### src/rtl/mem_port_arbiter_if.sv
// Bundle of the two pipeline memory slots plus the single cache port and perf counters.
// master = arbiter side, slave = pipeline/cache side.
interface mem_port_arbiter_if #(
  parameter int AW = 32,
  parameter int DW = 32
);
  logic          MemReqA;
  logic          MemReqB;
  logic          MemWrA;
  logic          MemWrB;
  logic [AW-1:0] AddrA;
  logic [AW-1:0] AddrB;
  logic [DW-1:0] WDataA;
  logic [DW-1:0] WDataB;
  logic          Ren;
  logic          Wen;
  logic [AW-1:0] Addr;
  logic [DW-1:0] WriteData;
  logic          CacheReady;
  logic [DW-1:0] ReadData;
  logic [DW-1:0] RDataA;
  logic [DW-1:0] RDataB;
  logic          StallM;
  logic [31:0]   StallCnt;
  logic [31:0]   ConflictCnt;

  modport master (
    input  MemReqA, MemReqB, MemWrA, MemWrB, AddrA, AddrB, WDataA, WDataB,
    input  CacheReady, ReadData,
    output Ren, Wen, Addr, WriteData, RDataA, RDataB, StallM, StallCnt, ConflictCnt
  );

  modport slave (
    output MemReqA, MemReqB, MemWrA, MemWrB, AddrA, AddrB, WDataA, WDataB,
    output CacheReady, ReadData,
    input  Ren, Wen, Addr, WriteData, RDataA, RDataB, StallM, StallCnt, ConflictCnt
  );
endinterface

### src/rtl/mem_port_arbiter.sv
// Serialises dual-issue memory slots A then B onto one cache port, stalling the M stage.
// Optional performance counters are built when MEM_ARB_PERF_EN is defined.
module mem_port_arbiter #(
  parameter int AW = 32,
  parameter int DW = 32
) (
  input  logic                clk,
  input  logic                resetn,
  mem_port_arbiter_if.master  bus
);

  typedef enum logic [1:0] {IDLE, ACC_A, ACC_B, DONE} state_t;

  state_t        state_reg;
  state_t        state_next;

  logic          req_b_reg;
  logic          wr_a_reg;
  logic          wr_b_reg;
  logic [AW-1:0] addr_a_reg;
  logic [AW-1:0] addr_b_reg;
  logic [DW-1:0] wdata_a_reg;
  logic [DW-1:0] wdata_b_reg;
  logic [DW-1:0] rdata_a_reg;
  logic [DW-1:0] rdata_b_reg;

  logic          any_req;
  logic          ren;
  logic          wen;
  logic [AW-1:0] addr;
  logic [DW-1:0] wdata;
  logic          stall;

  assign any_req = bus.MemReqA | bus.MemReqB;

  always_ff @(posedge clk or negedge resetn) begin
    if (!resetn) begin
      state_reg <= IDLE;
    end else begin
      state_reg <= state_next;
    end
  end

  always_comb begin
    state_next = state_reg;
    case (state_reg)
      IDLE: begin
        if (bus.MemReqA) begin
          state_next = ACC_A;
        end else if (bus.MemReqB) begin
          state_next = ACC_B;
        end
      end
      ACC_A: begin
        if (bus.CacheReady) begin
          state_next = req_b_reg ? ACC_B : DONE;
        end
      end
      ACC_B: begin
        if (bus.CacheReady) begin
          state_next = DONE;
        end
      end
      DONE:    state_next = IDLE;
      default: state_next = IDLE;
    endcase
  end

  // Cache strobes come only from the state and latched copies, so they hold while the cache waits.
  always_comb begin
    ren   = 1'b0;
    wen   = 1'b0;
    addr  = '0;
    wdata = '0;
    stall = 1'b0;
    case (state_reg)
      IDLE: stall = any_req;
      ACC_A: begin
        stall = 1'b1;
        ren   = ~wr_a_reg;
        wen   = wr_a_reg;
        addr  = addr_a_reg;
        wdata = wdata_a_reg;
      end
      ACC_B: begin
        stall = 1'b1;
        ren   = ~wr_b_reg;
        wen   = wr_b_reg;
        addr  = addr_b_reg;
        wdata = wdata_b_reg;
      end
      default: stall = 1'b0;
    endcase
  end

  always_ff @(posedge clk or negedge resetn) begin
    if (!resetn) begin
      req_b_reg   <= 1'b0;
      wr_a_reg    <= 1'b0;
      wr_b_reg    <= 1'b0;
      addr_a_reg  <= '0;
      addr_b_reg  <= '0;
      wdata_a_reg <= '0;
      wdata_b_reg <= '0;
    end else if (state_reg == IDLE && any_req) begin
      req_b_reg   <= bus.MemReqB;
      wr_a_reg    <= bus.MemWrA & bus.MemReqA;
      wr_b_reg    <= bus.MemWrB & bus.MemReqB;
      addr_a_reg  <= bus.AddrA;
      addr_b_reg  <= bus.AddrB;
      wdata_a_reg <= bus.WDataA;
      wdata_b_reg <= bus.WDataB;
    end
  end

  always_ff @(posedge clk or negedge resetn) begin
    if (!resetn) begin
      rdata_a_reg <= '0;
      rdata_b_reg <= '0;
    end else begin
      if (state_reg == ACC_A && bus.CacheReady && !wr_a_reg) begin
        rdata_a_reg <= bus.ReadData;
      end
      if (state_reg == ACC_B && bus.CacheReady && !wr_b_reg) begin
        rdata_b_reg <= bus.ReadData;
      end
    end
  end

  assign bus.Ren       = ren;
  assign bus.Wen       = wen;
  assign bus.Addr      = addr;
  assign bus.WriteData = wdata;
  assign bus.StallM    = stall;
  assign bus.RDataA    = rdata_a_reg;
  assign bus.RDataB    = rdata_b_reg;

`ifdef MEM_ARB_PERF_EN
  logic [31:0] stall_cnt_reg;
  logic [31:0] conflict_cnt_reg;

  // Both counters wrap naturally at 2^32.
  always_ff @(posedge clk or negedge resetn) begin
    if (!resetn) begin
      stall_cnt_reg    <= '0;
      conflict_cnt_reg <= '0;
    end else begin
      if (stall) begin
        stall_cnt_reg <= stall_cnt_reg + 32'd1;
      end
      if (state_reg == IDLE && bus.MemReqA && bus.MemReqB) begin
        conflict_cnt_reg <= conflict_cnt_reg + 32'd1;
      end
    end
  end

  assign bus.StallCnt    = stall_cnt_reg;
  assign bus.ConflictCnt = conflict_cnt_reg;
`else
  assign bus.StallCnt    = 32'd0;
  assign bus.ConflictCnt = 32'd0;
`endif

endmodule

### src/flat_wrapper.sv
// flat-port wrapper written by rule: the top's interface ports become plain ports
module mem_port_arbiter_flat 
#(
  parameter int AW = 32,
  parameter int DW = 32
)
  (clk, resetn, bus_MemReqA, bus_MemReqB, bus_MemWrA, bus_MemWrB, bus_AddrA, bus_AddrB, bus_WDataA, bus_WDataB, bus_CacheReady, bus_ReadData, bus_Ren, bus_Wen, bus_Addr, bus_WriteData, bus_RDataA, bus_RDataB, bus_StallM, bus_StallCnt, bus_ConflictCnt);
  mem_port_arbiter_if #(.AW(AW), .DW(DW)) bus_i ();
  input  logic clk;
  input  logic resetn;
  input wire logic [$bits(bus_i.MemReqA)-1:0] bus_MemReqA;
  input wire logic [$bits(bus_i.MemReqB)-1:0] bus_MemReqB;
  input wire logic [$bits(bus_i.MemWrA)-1:0] bus_MemWrA;
  input wire logic [$bits(bus_i.MemWrB)-1:0] bus_MemWrB;
  input wire logic [$bits(bus_i.AddrA)-1:0] bus_AddrA;
  input wire logic [$bits(bus_i.AddrB)-1:0] bus_AddrB;
  input wire logic [$bits(bus_i.WDataA)-1:0] bus_WDataA;
  input wire logic [$bits(bus_i.WDataB)-1:0] bus_WDataB;
  input wire logic [$bits(bus_i.CacheReady)-1:0] bus_CacheReady;
  input wire logic [$bits(bus_i.ReadData)-1:0] bus_ReadData;
  output wire logic [$bits(bus_i.Ren)-1:0] bus_Ren;
  output wire logic [$bits(bus_i.Wen)-1:0] bus_Wen;
  output wire logic [$bits(bus_i.Addr)-1:0] bus_Addr;
  output wire logic [$bits(bus_i.WriteData)-1:0] bus_WriteData;
  output wire logic [$bits(bus_i.RDataA)-1:0] bus_RDataA;
  output wire logic [$bits(bus_i.RDataB)-1:0] bus_RDataB;
  output wire logic [$bits(bus_i.StallM)-1:0] bus_StallM;
  output wire logic [$bits(bus_i.StallCnt)-1:0] bus_StallCnt;
  output wire logic [$bits(bus_i.ConflictCnt)-1:0] bus_ConflictCnt;
  assign bus_i.MemReqA = bus_MemReqA;
  assign bus_i.MemReqB = bus_MemReqB;
  assign bus_i.MemWrA = bus_MemWrA;
  assign bus_i.MemWrB = bus_MemWrB;
  assign bus_i.AddrA = bus_AddrA;
  assign bus_i.AddrB = bus_AddrB;
  assign bus_i.WDataA = bus_WDataA;
  assign bus_i.WDataB = bus_WDataB;
  assign bus_i.CacheReady = bus_CacheReady;
  assign bus_i.ReadData = bus_ReadData;
  assign bus_Ren = bus_i.Ren;
  assign bus_Wen = bus_i.Wen;
  assign bus_Addr = bus_i.Addr;
  assign bus_WriteData = bus_i.WriteData;
  assign bus_RDataA = bus_i.RDataA;
  assign bus_RDataB = bus_i.RDataB;
  assign bus_StallM = bus_i.StallM;
  assign bus_StallCnt = bus_i.StallCnt;
  assign bus_ConflictCnt = bus_i.ConflictCnt;
  mem_port_arbiter #(.AW(AW), .DW(DW)) u_core (.clk(clk), .resetn(resetn), .bus(bus_i));
endmodule
### config.mk
export PLATFORM = sky130hd
export DESIGN_NAME = mem_port_arbiter_flat
export DESIGN_NICKNAME = d
export VERILOG_FILES = /design/src/rtl/mem_port_arbiter_if.sv /design/src/rtl/mem_port_arbiter.sv /design/src/flat_wrapper.sv
export SDC_FILE = /design/constraint.sdc
export NUM_CORES = 1
export LEC_CHECK = 0
export BUFFER_PORTS_ARGS = -buffer_cell sky130_fd_sc_hd__buf_2
export CAP_MARGIN = 0
export CORE_AREA = 2 2 141 143
export CTS_CLUSTER_DIAMETER = 100
export DETAILED_ROUTE_END_ITERATION = 16
export DIE_AREA = 0 0 143 145
export PLACE_DENSITY = 0.77
export SLEW_MARGIN = 20
export SYNTH_ARGS = -nofsm -noshare
export SYNTH_HDL_FRONTEND = slang
export SYNTH_SLANG_ARGS = --single-unit
### constraint.sdc
create_clock -name clk -period 2.1 [get_ports clk]
set_input_delay 0 -clock clk [delete_from_list [all_inputs] [get_ports clk]]
set_output_delay 0 -clock clk [all_outputs]
set_load 0.01 [all_outputs]
==> impl_metrics.env, run 1 <==
export IMPL_outcome="finished, final reports clean"
export IMPL_floorplan_initialDensity_pct=45.7
export IMPL_floorplan_die_area_um2=20700
export IMPL_path_delay_family="buffers and inverters"
export IMPL_worst_clock_skew_ns=0.0124
export IMPL_detail_route_drc_violations=0
export IMPL_critical_path_cell_by_cell="inv_1 > ha_2 > clkbuf_8 > a22oi_1 > nor2_1 > buf_2"
export IMPL_critical_path_endpoint_type="output port"
export IMPL_clock_root_buffer="clkbuf_16"
export IMPL_core_rowCount=51
export IMPL_globalRouteOverflowTotal=0
export IMPL_ys_seq_area_share_pct=56.1
export IMPL_criticalPathCategory="register to output port"
export IMPL_post_route_fraction_of_the_period_consumed_by_the_critical_path_pct=95.1
export IMPL_timing_final_max_slew_violations=0
export IMPL_layout_drive_gt1_share_pct=41.4
export IMPL_unique_masters_post_synth=23
export IMPL_period_minus_slack_ns=2.00
export IMPL_detailroute_via_count=6774
export IMPL_final_net_count=1289
export IMPL_grt_antenna_before_repair=2
export IMPL_setup_tns_final_ns=0
export IMPL_dp_hpwl_mm=14.5
export IMPL_pre_cts_ws_ns=0.244
export IMPL_grt_setup_unrepaired="true"
export IMPL_report_final_setup_viol=0
export IMPL_cts_sinks=197
export IMPL_synth_seq_cells=197
export IMPL_drtPass1Iterations=4
export IMPL_area_growth_synth_to_final_pct=44.1
export IMPL_fin_total_pwr_mw=18.3
export IMPL_ys_warns=0
export IMPL_clk_latency_ns=0.42
export IMPL_timing_final_hold_violations=0
export IMPL_placeableCoreArea_um2=19200
export IMPL_vias_per_cell=4.85
export IMPL_worstPathBufferInverterCount=3
export IMPL_mostFrequentLayoutCell="buf_2"
export IMPL_route_final_wire_length_mm=24.1
export IMPL_p_leak_nw=6.07
export IMPL_io_pins=362
export IMPL_netlist_area_um2=8790
export IMPL_timing_worst_slew_pin_value_ns=0.547
export IMPL_cts_tree="built"
export IMPL_htreeDepth=4
export IMPL_synth_avg_cell_area_um2=13.3
export IMPL_critical_path_max_fanout=39
export IMPL_post_cts_buffers=0
export IMPL_grt_util_all_layers_pct=23.5
export IMPL_largest_net_degree_at_the_start_of_global_routing=64
export IMPL_place_gp_congestion=0.804
export IMPL_power_density_nw_per_um2=1440
export IMPL_post_route_worst_setup_slack_ns=0.103
export IMPL_total_cts_buffers=17
export IMPL_worst_r2r_startpoint="u_core.state_reg[0]"
export IMPL_first_iter_violations=290
export IMPL_hold_slack_ns=0.132
export IMPL_wl_per_cell_um=17.2
export IMPL_syn_inst=659
export IMPL_chip_width_um=143
export IMPL_cp_slowest_stage_delay_ns=0.42
export IMPL_clk_path_buf_depth=2
export IMPL_floorplan_die_height_um=145
export IMPL_ir_drop_uv=772
export IMPL_nFillCells=1352
export IMPL_worst_ep_arrival_time_ns=2.00
export IMPL_grt_pass1_wl_mm=38.3
export IMPL_grt_pass1_vias=7551
export IMPL_timing_critical_path_from_type="register"
export IMPL_final_util_pct=65.9
export IMPL_place_port_buffers=297
export IMPL_crit_required_ns=2.10
export IMPL_final_antenna_net_count=0
export IMPL_timing_hold_worst_class="input pin to asynchronous set/reset pin"
export IMPL_timing_max_cap_violations=0
export IMPL_layout_common_cells="buf_2, dfrtp_1, dlygate4sd3_1"
export IMPL_clk_transition_reported_paths_ns=0.08
export IMPL_critPathLaunch="u_core.state_reg[1]"
export IMPL_cp_slowest_cell="dfrtp_1"
export IMPL_highest_attainable_clock_frequency_ghz=0.501
export IMPL_timing_slew_headroom_pct=63.6
[repair_timing]
item / CTS / global route
endpoints found under the hold margin: 282 / 0
gates resized for setup: 1 / 3
hold buffers: 167 / 0
endpoints found under the setup margin: 3 / 34
[layer usage]
metal	routed length, um	GRT usage, %	up-vias
li1	-	-	3095
met1	9190	26.4	3339
met2	12800	42.4	274
met3	1310	5.02	66
met4	804	9.90	0
met5	0	0	-
[worst reg2reg max path: cells and delay by family, from the launching register on]
| family | cells | cell delay, ns |
|---|---|---|
| compound gates | 1 | 0.20 |
| buf+inv | 2 | 0.44 |
| fa+ha+maj | 1 | 0.25 |
| mux | 1 | 0.39 |
| flops | 1 | 0.41 |
[per-stage QoR]
step | instance area (um^2) | std cells
6_report | 12700 | 1396
5_1_grt | 12700 | 1396
4_1_cts | 12700 | 1394
3_5_place_dp | 10400 | 1195
3_3_place_gp | 10400 | 1195
2_1_floorplan | 9020 | 722
[cells by family (layout without fill, tap and decap cells)]
kind of cell	count (synthesis)	in the layout	share of synthesized area (%)
buffers and inverters	109	516	8.42
adders and majority gates	6	6	0.854
other	1	66	0.0427
DFF	197	197	56.1
and+or+nand+nor	80	80	3.63
AOI/OAI and AO/OA	72	72	6.10
muxes	194	194	24.9
[final cells by class]
| class | count | area (um^2) | area share (%) |
|---|---|---|---|
| Timing Repair Buffer | 480 | 3430 | 27.1 |
| Inverter | 4 | 15.0 | 0.119 |
| Clock inverter | 14 | 141 | 1.12 |
| Tap cell | 265 | 332 | 2.62 |
| Multi-Input combinational cell | 416 | 3370 | 26.6 |
| Clock buffer | 18 | 439 | 3.47 |
| Antenna cell | 2 | 5.00 | 0.0395 |
| Sequential cell | 197 | 4930 | 38.9 |
[where the power goes]
part	internal (mW)	switching [mW]	total, mW
clock	1.61	1.56	3.17
combinational	4.01	4.27	8.28
sequential	5.76	1.05	6.82
[cells in the mapped netlist, drive strengths merged]
| library cell | number | area (um^2) |
|---|---|---|
| dfrtp | 197 | 4930 |
| mux2 | 193 | 2170 |
| buf | 93 | 679 |
| nor2 | 68 | 255 |
| a22oi | 65 | 488 |
| clkbuf | 12 | 45.0 |
| ha | 6 | 75.1 |
| nand2 | 5 | 18.8 |
| a21oi | 4 | 20.0 |
| inv | 4 | 15.0 |
| nand2b | 3 | 18.8 |
| nand3b | 2 | 15.0 |
| a32o | 1 | 10.0 |
| conb | 1 | 3.75 |
| mux2i | 1 | 10.0 |
| nand3 | 1 | 5.00 |
| nor2b | 1 | 6.26 |
| o21ai | 1 | 8.76 |
| o2bb2ai | 1 | 8.76 |
[path summary, 6_finish.rpt]
| path | to | slack, ns | cells past startpoint |
|---|---|---|---|
| worst max-delay path | bus_Addr[8] | 0.10 | 6 |
| worst min-delay path | u_core.bus.RDataB[16] | 0.13 | 2 |
| worst max register to register | u_core.wdata_a_reg[27] | 0.29 | 5 |
| worst min register to register | u_core.req_b_reg | 0.48 | 2 |
| max in group asynchronous | u_core.wdata_a_reg[11] | 1.26 | 3 |
| min in group clk | u_core.wdata_b_reg[25] | 0.32 | 3 |
No activity file was read; power rests on OpenSTA's default activity.
==> inputs of run 2 (changes only) <==
--- a/constraint.sdc
+++ b/constraint.sdc
@@ -3,2 +3,2 @@
 set_output_delay 0 -clock clk [all_outputs]
-set_load 0.01 [all_outputs]
+set_load 0.02 [all_outputs]
==> impl_metrics.env, run 2 (synthesized netlist as in run 1, its figures left out) <==
export IMPL_outcome="finished, final reports clean"
export IMPL_final_antenna_net_count=0
export IMPL_chip_width_um=143
export IMPL_core_rowCount=51
export IMPL_clock_root_buffer="clkbuf_16"
export IMPL_timing_final_hold_violations=0
export IMPL_power_switching_mw=8.01
export IMPL_crit_required_ns=2.10
export IMPL_wl_per_cell_um=17.0
export IMPL_timing_final_max_slew_violations=0
export IMPL_place_port_buffers=297
export IMPL_area_growth_synth_to_final_pct=44.5
export IMPL_vias_per_cell=4.86
export IMPL_highest_attainable_clock_frequency_ghz=0.517
export IMPL_path_delay_family="buffers and inverters"
export IMPL_floorplan_die_area_um2=20700
export IMPL_dpl_instance_area_um2=10400
export IMPL_first_iter_violations=296
export IMPL_drtPass1Iterations=4
export IMPL_worst_ep_arrival_time_ns=1.94
export IMPL_total_cts_buffers=17
export IMPL_power_density_nw_per_um2=1530
export IMPL_netSwitchingFraction_pct=41.2
export IMPL_grt_antenna_before_repair=1
export IMPL_critical_path_cell_by_cell="inv_1 > ha_2 > buf_12 > a22oi_1 > nor2_1 > buf_2"
export IMPL_placeableCoreArea_um2=19200
export IMPL_multi_input_comb_area_um2=3370
export IMPL_p_clk_share_pct=16.4
export IMPL_worstPathBufferInverterCount=3
export IMPL_cp_slowest_cell="dfrtp_1"
export IMPL_cts_tree="built"
export IMPL_criticalPathCategory="register to output port"
export IMPL_place_gp_congestion=0.811
export IMPL_final_net_count=1290
export IMPL_cp_slowest_stage_delay_ns=0.42
export IMPL_timing_hold_worst_class="input pin to asynchronous set/reset pin"
export IMPL_route_final_wire_length_mm=23.8
export IMPL_floorplan_die_height_um=145
export IMPL_dp_hpwl_mm=14.7
export IMPL_largest_net_degree_at_the_start_of_global_routing=64
export IMPL_worstReg2RegEnd="u_core.addr_b_reg[30]"
export IMPL_power_sequential_fraction_pct=35.0
export IMPL_detail_route_drc_violations=0
export IMPL_grt_util_all_layers_pct=22.6
export IMPL_period_minus_slack_ns=1.94
export IMPL_grt_setup_unrepaired="false"
export IMPL_worst_clock_skew_ns=0.0141
export IMPL_floorplan_initialDensity_pct=45.7
export IMPL_p_int_mw=11.4
export IMPL_timing_max_cap_violations=0
export IMPL_clk_transition_reported_paths_ns=0.08
export IMPL_clk_path_buf_depth=2
export IMPL_globalRouteOverflowTotal=0
export IMPL_nFillCells=1339
export IMPL_timing_slew_headroom_pct=63.7
export IMPL_setup_tns_final_ns=0
export IMPL_critical_path_depth=6
export IMPL_layout_common_cells="buf_2, dfrtp_1, dlygate4sd3_1"
export IMPL_io_pins=362
export IMPL_post_route_fraction_of_the_period_consumed_by_the_critical_path_pct=92.2
export IMPL_r2r_cells=5
export IMPL_area_sequential_um2=4930
export IMPL_cts_sinks=197
export IMPL_worst_r2r_startpoint="u_core.state_reg[0]"
export IMPL_detailroute_via_count=6787
export IMPL_post_cts_buffers=0
export IMPL_htreeDepth=4
export IMPL_critical_path_endpoint_type="output port"
export IMPL_grt_pass1_wl_mm=37.2
export IMPL_layout_drive_gt1_share_pct=41.5
export IMPL_critPathLaunch="u_core.state_reg[1]"
export IMPL_ir_drop_uv=1010
export IMPL_timing_critical_path_from_type="register"
export IMPL_finish_instance_area_um2=12700
export IMPL_timing_critical_path_to="bus_WriteData[31]"
export IMPL_p_leak_nw=6.10
export IMPL_r2r_setup_slack_ns=0.25
export IMPL_clk_latency_ns=0.43
export IMPL_comb_power_share_pct=48.7
export IMPL_report_final_setup_viol=0
export IMPL_timing_worst_slew_pin_value_ns=0.542
export IMPL_mostFrequentLayoutCell="buf_2"
export IMPL_grt_pass1_vias=7418
export IMPL_critical_path_max_fanout=39
## run 2: cell types whose count changed in the layout (fill, tap and decap cells not counted), sizes merged
| cell | delta |
|---|---|
| buf | +1 |
| clkbuf | -1 |
| clkinv | +4 |
| clkinvlp | -3 |
| diode | -1 |
## run 2: stage by stage
stage	power, mW	setup WS [ns]	hold slack (ns)	instances	util (%)
final	19.4	0.165	0.125	1396	66.1
after floorplan	12.9	0.530	-0.296	722	-
after global routing	20.6	0.00673	0.160	1396	66.1
after detailed placement	15.8	0.189	0.0380	1195	54.1
after global placement	15.5	0.256	0.0370	1195	54.1
after CTS	19.3	0.0525	0.142	1394	65.9
## run 2: cell type report
cell class                 count  area share (%)
antenna                        1          0.0197
clock buffer                  17            3.35
clock inverter                15            1.27
inverter                       4           0.118
multi-input combinational    416            26.6
sequential                   197            38.8
tap                          265            2.61
timing repair buffer         481            27.3
## run 2: worst min path at each step
stage | startpoint | endpoint | slack (ns)
finish | resetn | u_core.bus.RDataB[17] | 0.13
global route | resetn | u_core.bus.RDataA[12] | 0.16
CTS | resetn | u_core.bus.RDataB[19] | 0.14
detailed placement | resetn | u_core.bus.RDataA[15] | 0.04
global placement | resetn | u_core.bus.RDataA[19] | 0.04
floorplan | resetn | u_core.addr_a_reg[0] | -0.30
## run 2: timing repair
action,in CTS,in global routing
hold buffers,167,0
gates cloned,0,1
hold endpoints to repair,282,0
pin swaps,0,0
endpoints found under the setup margin,8,48
resized for setup,2,7
## run 2: power groups by stage
stage	clock (mW)	sequential (mW)	combinational, mW
after floorplan	0	7.37	5.56
after global placement	0	6.70	8.82
after detailed placement	0	6.80	8.98
after CTS	3.27	6.73	9.27
after global routing	3.43	7.02	10.2
final	3.19	6.80	9.46
## run 2: per-layer routing
| metal | share of wire, % | global-route usage (%) |
|---|---|---|
| met1 | 38 | 25.6 |
| met2 | 53 | 40.5 |
| met3 | 5.9 | 4.75 |
| met4 | 2.8 | 10.2 |
| met5 | 0 | 0 |
